==> src/rtl/bsub_pkg.sv <==
`default_nettype none
// ============================================================================
// Module   : bsub_pkg
// Purpose  : Shared constants and state encoding for the block-serial
//            borrow-skip subtractor.
// Revision : 1.0 - initial release
// ============================================================================
package bsub_pkg;

    localparam int BLK_W = 4;

    typedef enum logic [1:0] {
        IDLE = 2'd0,
        RUN  = 2'd1,
        DONE = 2'd2
    } state_t;

endpackage
`default_nettype wire

==> src/rtl/bsub_block.sv <==
`default_nettype none
// ============================================================================
// Module   : bsub_block
// Purpose  : Combinational 4-bit borrow-skip subtract block (d = a - b - bin).
// Revision : 1.0 - initial release
// ============================================================================
module bsub_block
    import bsub_pkg::*;
(
    input  logic [BLK_W-1:0] a,
    input  logic [BLK_W-1:0] b,
    input  logic             bin,
    output logic [BLK_W-1:0] d,
    output logic             bout,
    output logic             skip
);

    logic [BLK_W:0] bw;

    always_comb begin
        bw[0] = bin;
        for (int i = 0; i < BLK_W; i++) begin
            d[i]     = a[i] ^ b[i] ^ bw[i];
            bw[i+1]  = (~a[i] & b[i]) | (~a[i] & bw[i]) | (b[i] & bw[i]);
        end
        // When every bit pair matches, the borrow simply passes through the block.
        skip = &(~(a ^ b));
        bout = skip ? bin : bw[BLK_W];
    end

endmodule
`default_nettype wire

==> src/rtl/bsub_skip_serial.sv <==
`default_nettype none
// ============================================================================
// Module   : bsub_skip_serial
// Purpose  : Block-serial WIDTH-bit subtractor, one 4-bit borrow-skip block per
//            clock, valid/ready on both sides. Optional macro BSUB_SKIP_CNT_EN
//            adds a skip_cnt output counting skip-path blocks.
// Revision : 1.0 - initial release
// ============================================================================
module bsub_skip_serial
    import bsub_pkg::*;
#(
    parameter  int WIDTH = 16,
    localparam int NBLK  = WIDTH / BLK_W,
    localparam int IDX_W = (NBLK > 1) ? $clog2(NBLK) : 1,
    localparam int CNT_W = $clog2(NBLK + 1)
) (
    input  logic             clk,
    input  logic             rst_n,
    input  logic             in_valid,
    output logic             in_ready,
    input  logic [WIDTH-1:0] a,
    input  logic [WIDTH-1:0] b,
    input  logic             borrow_in,
    output logic             out_valid,
    input  logic             out_ready,
    output logic [WIDTH-1:0] diff,
    output logic             borrow_out,
    output logic             ovf,
    output logic             zero
`ifdef BSUB_SKIP_CNT_EN
    ,
    output logic [CNT_W-1:0] skip_cnt
`endif
);

    localparam logic [IDX_W-1:0] LAST_IDX = IDX_W'(NBLK - 1);

    state_t           state_q, state_d;
    logic [IDX_W-1:0] idx_q, idx_d;
    logic [WIDTH-1:0] a_q, a_d;
    logic [WIDTH-1:0] b_q, b_d;
    logic [WIDTH-1:0] diff_q, diff_d;
    logic             bw_q, bw_d;
    logic [CNT_W-1:0] cnt_q, cnt_d;

    logic [BLK_W-1:0] blk_a, blk_b, blk_d;
    logic             blk_bout, blk_skip;

    assign blk_a = a_q[idx_q*BLK_W +: BLK_W];
    assign blk_b = b_q[idx_q*BLK_W +: BLK_W];

    bsub_block u_blk (
        .a    (blk_a),
        .b    (blk_b),
        .bin  (bw_q),
        .d    (blk_d),
        .bout (blk_bout),
        .skip (blk_skip)
    );

    always_comb begin
        state_d = state_q;
        idx_d   = idx_q;
        a_d     = a_q;
        b_d     = b_q;
        diff_d  = diff_q;
        bw_d    = bw_q;
        cnt_d   = cnt_q;
        case (state_q)
            IDLE: begin
                if (in_valid && in_ready) begin
                    a_d     = a;
                    b_d     = b;
                    bw_d    = borrow_in;
                    diff_d  = '0;
                    idx_d   = '0;
                    cnt_d   = '0;
                    state_d = RUN;
                end
            end
            RUN: begin
                diff_d[idx_q*BLK_W +: BLK_W] = blk_d;
                bw_d  = blk_bout;
                cnt_d = cnt_q + CNT_W'(blk_skip);
                if (idx_q == LAST_IDX) begin
                    idx_d   = '0;
                    state_d = DONE;
                end else begin
                    idx_d = idx_q + 1'b1;
                end
            end
            DONE: begin
                if (out_ready) state_d = IDLE;
            end
            default: state_d = IDLE;
        endcase
    end

    always_ff @(posedge clk or negedge rst_n) begin
        if (!rst_n) begin
            state_q <= IDLE;
            idx_q   <= '0;
            a_q     <= '0;
            b_q     <= '0;
            diff_q  <= '0;
            bw_q    <= 1'b0;
            cnt_q   <= '0;
        end else begin
            state_q <= state_d;
            idx_q   <= idx_d;
            a_q     <= a_d;
            b_q     <= b_d;
            diff_q  <= diff_d;
            bw_q    <= bw_d;
            cnt_q   <= cnt_d;
        end
    end

    // Flags are only meaningful on a finished result, so gate them with DONE.
    assign in_ready   = (state_q == IDLE) && rst_n;
    assign out_valid  = (state_q == DONE);
    assign diff       = diff_q;
    assign borrow_out = out_valid && bw_q;
    assign ovf        = out_valid && (a_q[WIDTH-1] != b_q[WIDTH-1])
                                  && (diff_q[WIDTH-1] != a_q[WIDTH-1]);
    assign zero       = out_valid && (diff_q == '0);

`ifdef BSUB_SKIP_CNT_EN
    assign skip_cnt = cnt_q;
`else
    logic unused_cnt;
    assign unused_cnt = ^cnt_q;
`endif

endmodule
`default_nettype wire

==> config.mk <==
export PLATFORM = sky130hd
export DESIGN_NAME = bsub_skip_serial
export DESIGN_NICKNAME = d
export VERILOG_FILES = /design/src/rtl/bsub_pkg.sv /design/src/rtl/bsub_block.sv /design/src/rtl/bsub_skip_serial.sv
export SDC_FILE = /design/constraint.sdc
export NUM_CORES = 1
export LEC_CHECK = 0
export ABC_AREA = 1
export BUFFER_PORTS_ARGS = -buffer_cell sky130_fd_sc_hd__buf_4
export CAP_MARGIN = 40
export CORE_ASPECT_RATIO = 0.5
export CORE_MARGIN = 4
export CORE_UTILIZATION = 59
export CTS_CLUSTER_DIAMETER = 60
export DETAILED_ROUTE_END_ITERATION = 10
export PLACE_DENSITY = 0.93
export SYNTH_ARGS = -nofsm -noshare
export SYNTH_HDL_FRONTEND = slang
export SYNTH_SLANG_ARGS = --single-unit
==> constraint.sdc <==
create_clock -name clk -period 6.4 [get_ports clk]
set_input_delay 1.28 -clock clk [delete_from_list [all_inputs] [get_ports clk]]
set_output_delay 1.28 -clock clk [all_outputs]
set_load 0.005 [all_outputs]
# After elaboration in Yosys (flattened, before gate mapping)
# Cells that the tools add are included.
# classes
addsub	2
n_reduce_logical	14
shift	4
n_mux	13
eq_ne	9
bitwise	34
# op_table
cell	count
4-bit negator with 34-bit output	1
4-bit by 34-bit variable shift with 16-bit output, first input constant	1
4-bit by 34-bit indexed part select with 16-bit output	1
16-bit one-hot mux with 2 select lines	1
16-bit by 5-bit indexed part select with 4-bit output	2
16-bit bitwise mux	1
16-bit zero test	1
16-bit two-way mux	1
1-bit AND	12
2-bit two-way mux	5
1-bit bitwise OR	8
1-bit XOR	8
1-bit logical AND	6
2-bit != test, second input constant	3
2-bit one-hot mux with 3 select lines	1
3-bit AND reduction	2
2-bit == test, second input constant	2
1-bit inverter	4
4-bit inverter	1
2-bit one-hot mux with 2 select lines	1
2-bit AND reduction	2
4-bit AND reduction	1
4-bit XOR	1
2-bit by 1-bit adder with 2-bit output, second input constant	1
7 further kinds	9
# totals
word_cells	82
output_inout_bits	21
input_bits	37
regBits	53

# Depth between registers and ports, before layout
# depth
ltp_word	16
ltp_mapped	15
depth_no_buf	13

# Modules after synthesis
# Synthesis repeated with hierarchy kept, for this count alone.
# hier_totals
hier_cells	332
area_unflattened_um2	2718.9
# by_module_without_submodules
mod	n_inst	seq_area_each_um2	area_each_um2	cells_each
bsub_skip_serial	1	1326.3	2517.4	306
bsub_block	1	0.0	201.4	26

# Least setup slack after synthesis
# OpenSTA, ideal clock, no wires.
# synth_path
kind	reg-to-reg
from	reg idx_q[0]
to	reg diff_q[7], in the netlist diff[7]
required_ns	6.326
t_arrival_ns	2.883
setup_ns	0.074
path_slack_ns	3.443
path_buffers	2
stages_incl_launch_ff	15
synth_period_minus_slack_ns	2.957
path_cell_list	dfrtp_1 > buf_6 > inv_2 > buf_2 > nor2_1 > o22ai_1 > fa_1 > inv_1 > fa_1 > fa_1 > inv_1 > fa_1 > nor3_1 > nand2_1 > o21ai_2
# synth_via
elab_chain_cells	15
elab_cells_between_ends	33
classes_between	add/sub: 1; shift: 4; mux: 2; bitwise: 26
# synth_lines
element	line_no	rtl
start, declared	bsub_skip_serial.sv:39	logic [IDX_W-1:0] idx_q, idx_d;
start signal, assigned	bsub_skip_serial.sv:110	idx_q <= idx_d;
16-bit by 5-bit indexed part select with 4-bit output	bsub_skip_serial.sv:49	assign blk_a = a_q[idx_q*BLK_W +: BLK_W];
1-bit inverter	bsub_block.sv:24	bw[i+1] = (~a[i] & b[i]) | (~a[i] & bw[i]) | (b[i] & bw[i]);
1-bit AND	bsub_block.sv:24	
1-bit bitwise OR (2 in series)	bsub_block.sv:24	
1-bit AND	bsub_block.sv:24	
1-bit bitwise OR (2 in series)	bsub_block.sv:24	
1-bit AND	bsub_block.sv:24	
1-bit bitwise OR (2 in series)	bsub_block.sv:24	
1-bit XOR	bsub_block.sv:23	d[i] = a[i] ^ b[i] ^ bw[i];
4-bit by 34-bit indexed part select with 16-bit output	bsub_skip_serial.sv:82	diff_d[idx_q*BLK_W +: BLK_W] = blk_d;
16-bit bitwise mux *	bsub_skip_serial.sv:82	
16-bit one-hot mux with 2 select lines *	bsub_skip_serial.sv:69	case (state_q)
end signal, assigned	bsub_skip_serial.sv:113	diff_q <= diff_d;
end, declared	bsub_skip_serial.sv:42	logic [WIDTH-1:0] diff_q, diff_d;
# Every way passes the cells marked *; elsewhere a longest branch is shown, timed or not.
# A chain may end at the register's enable or synchronous reset.

# Worst setup path in the final report
# layout_path
from	reg idx_q[0]
to	reg diff_q[15], in the netlist diff[15]
# Same word-level chain as after synthesis.

==> reports/results.txt <==
mux cell area share after synthesis: 0
I/O Pins: 58
RSZ-0062 raised after global routing: false
post-synthesis xor/xnor area fraction: 0
Post-Syn Area: 2884 µm²
Placed Instance Area: 3311 µm²
max_cap viols: 0
status: completed
Root Driver: clkbuf_8
Worst-Skew Late Latency: 0.31 ns
# fillers: 307
Die ar.: 6139 µm²
GPL Wtd Cong: 0.8960
largest family of logic cells by synthesized area: simple AND/OR/NAND/NOR gates
adder and majority gate portion of the synthesized area: 0.06681
pins over their slew limit: 0
CTS tree: done
vias in the first global route: 2333
diode count: 0
layout cell share with drive strength beyond 1: 0.2187
Mapped Avg Cell Area: 8.124 µm²
largest net degree at the start of global routing: 72
Seq/Total Area, Yosys: 0.4599
Iteration-0 DRC Markers: 131
setup bufs post-CTS: 0
Critical Path RT: 6.63 ns
Worst VDD drop: 223.4 µV
hold slack: 0.4986 ns
row count: 17
Peak Freq: 275.9 MHz
Critical Path End Type: flop
ys flop type: dfrtp_1
Worst setup SP type: flop
peak fanout along the critical path: 26
Hold Fails Final Rpt: 0
Area growth, synth to finish: 18.83%
fin crit period: 3.625 ns
# setup viols final: 0
H-tree depth: 2
Least-Margin Pin Slew: 0.7607 ns
Final ANT Viol Nets: 0
Synth Area in Simple Gates: 0.2048
Starting Density: 0.6336
initial antenna violation count: 0
core area: 4552 µm²
Synth async-reset ratio: 1.000
EDFF count, synth: 0
leading cell types in the layout, fill and taps excluded: 86 x nand2_1, 67 x inv_1, 57 x buf_4
most common cell after layout, fill and taps aside: nand2_1
P_leak: 1.846 nW
CTS Sinks: 53
Final Cell Area: 3427 µm²
DRC viols: 0
final period utilization: 0.5664
utilization after layout: 0.7529
post-cts resize count: 0
synthesis-stage register bit count: 53
synth unique cells: 26
Synth Area in Compound Gates: 0.1484
Die Wd: 106.9 µm
Clock Skew: 0.006789 ns
Cells after Synth: 355
Setup Crit Path Kind: flop to flop
Num CTS Buffers: 5
Final nets: 456
Reg clk slew, reported paths: 0.09 ns
vias: 2396
DP HPWL: 4545 µm
total congestion overflow: 0
headroom to the max-slew limit: 0.4929
Clock Path Buffers: 2
# port buffers: 57
global-route usage over all layers: 0.2168
Initial DRT Pass Iterations: 4
DRT Wirelength: 6281 µm
Syn Nets: 405
pwr/cell area: 526.8 nW/µm²
Setup Total Neg Slack: 0 ns
Power, Total: 1.805 mW
first-pass GRT wire length: 10600 µm
worst hold path type: flop to flop
post-DR wirelength/cell: 13.28 µm
hold buffers post-CTS: 0
WP data arrival: 3.86 ns
via/cell ratio: 5.066
DIE HEIGHT: 57.44 µm
Ys Warns: 0
## stage by stage
stage                     setup WS [ns]  std cells
final                             2.775        473
after detailed placement          2.805        465
after floorplan                   3.443        355
after global placement            2.886        465
after CTS                         2.796        473
after global routing              2.398        473
## cell type report
| class | instances | area, µm² | area share |
|---|---|---|---|
| clock inverter | 1 | 30.03 | 0.008762 |
| inverter | 70 | 262.8 | 0.07667 |
| tap | 66 | 82.58 | 0.02410 |
| clock buffer | 7 | 86.33 | 0.02519 |
| sequential | 53 | 1326 | 0.3870 |
| timing repair buffer | 57 | 427.9 | 0.1249 |
| multi-input combinational | 219 | 1211 | 0.3534 |
## synthesized netlist by cell type, types with 2 or more instances
| cell | n | area share |
|---|---|---|
| nand2_2 | 3 | 0.0065 |
| nand3_1 | 16 | 0.028 |
| inv_2 | 2 | 0.0026 |
| fa_1 | 4 | 0.028 |
| nor2_2 | 2 | 0.0043 |
| dfrtp_1 | 53 | 0.46 |
| o22a_1 | 2 | 0.0061 |
| ha_1 | 9 | 0.039 |
| o21ai_2 | 12 | 0.036 |
| buf_2 | 10 | 0.017 |
| nor3_1 | 6 | 0.010 |
| o22ai_1 | 4 | 0.0087 |
| buf_6 | 3 | 0.012 |
| o21ai_1 | 37 | 0.064 |
| o21ai_4 | 2 | 0.011 |
| nor2_1 | 19 | 0.025 |
| inv_1 | 67 | 0.087 |
| o21ai_0 | 10 | 0.017 |
| nor3_2 | 2 | 0.0069 |
| nand2_1 | 86 | 0.11 |
## layer usage
layer,vias to the layer above,part of all wire,wire [µm],global-route usage
li1,1203,-,-,-
met4,0,0.021,132,0.07286
met2,77,0.48,3039,0.3649
met1,1099,0.44,2788,0.2792
met5,-,0,0,0
met3,17,0.051,320,0.05311
## critical path, stage by stage (launching register included)
cell and delay (ns):
dfrtp_1 0.72, inv_2 0.34, o21ai_0 0.24, o22a_1 0.20, fa_1 0.19, inv_1 0.06
fa_1 0.37, fa_1 0.38, inv_1 0.08, fa_1 0.45, nor3_1 0.29, nand2_1 0.14
o21ai_2 0.09
## sequential cells by signal, indices dropped and copies added (netlist names)
name / flops
b_q: 16
state_q: 2
bw_q: 1
a_q: 16
diff: 16
idx_q: 2
## cell families after synthesis
logic type | after synthesis
AND/OR/NAND/NOR | 137
buffers and inverters | 83
AO/OA/AOI/OAI | 69
flip-flops | 53
adder cells (fa/ha/maj) | 13
## report_power, final
group / switching [mW] / leakage (nW) / internal [mW]
Combinational: 0.584 / 1.11 / 0.379
Clock: 0.108 / 0.0585 / 0.128
Sequential: 0.126 / 0.681 / 0.480
Total: 0.818 / 1.85 / 0.987
## final timing paths
kind	from	end	slack [ns]	depth (start not counted)
worst max-delay path	idx_q[0]	diff[15]	2.78	12
min in group asynchronous	rst_n	a_q[2]	1.00	1
worst min-delay path	b_q[7]	b_q[7]	0.50	2
worst min register to register	b_q[7]	b_q[7]	0.50	2
max in group asynchronous	rst_n	b_q[9]	4.94	1
worst max register to register	idx_q[0]	diff[15]	2.78	12
No activity file was read; power rests on OpenSTA's default activity.
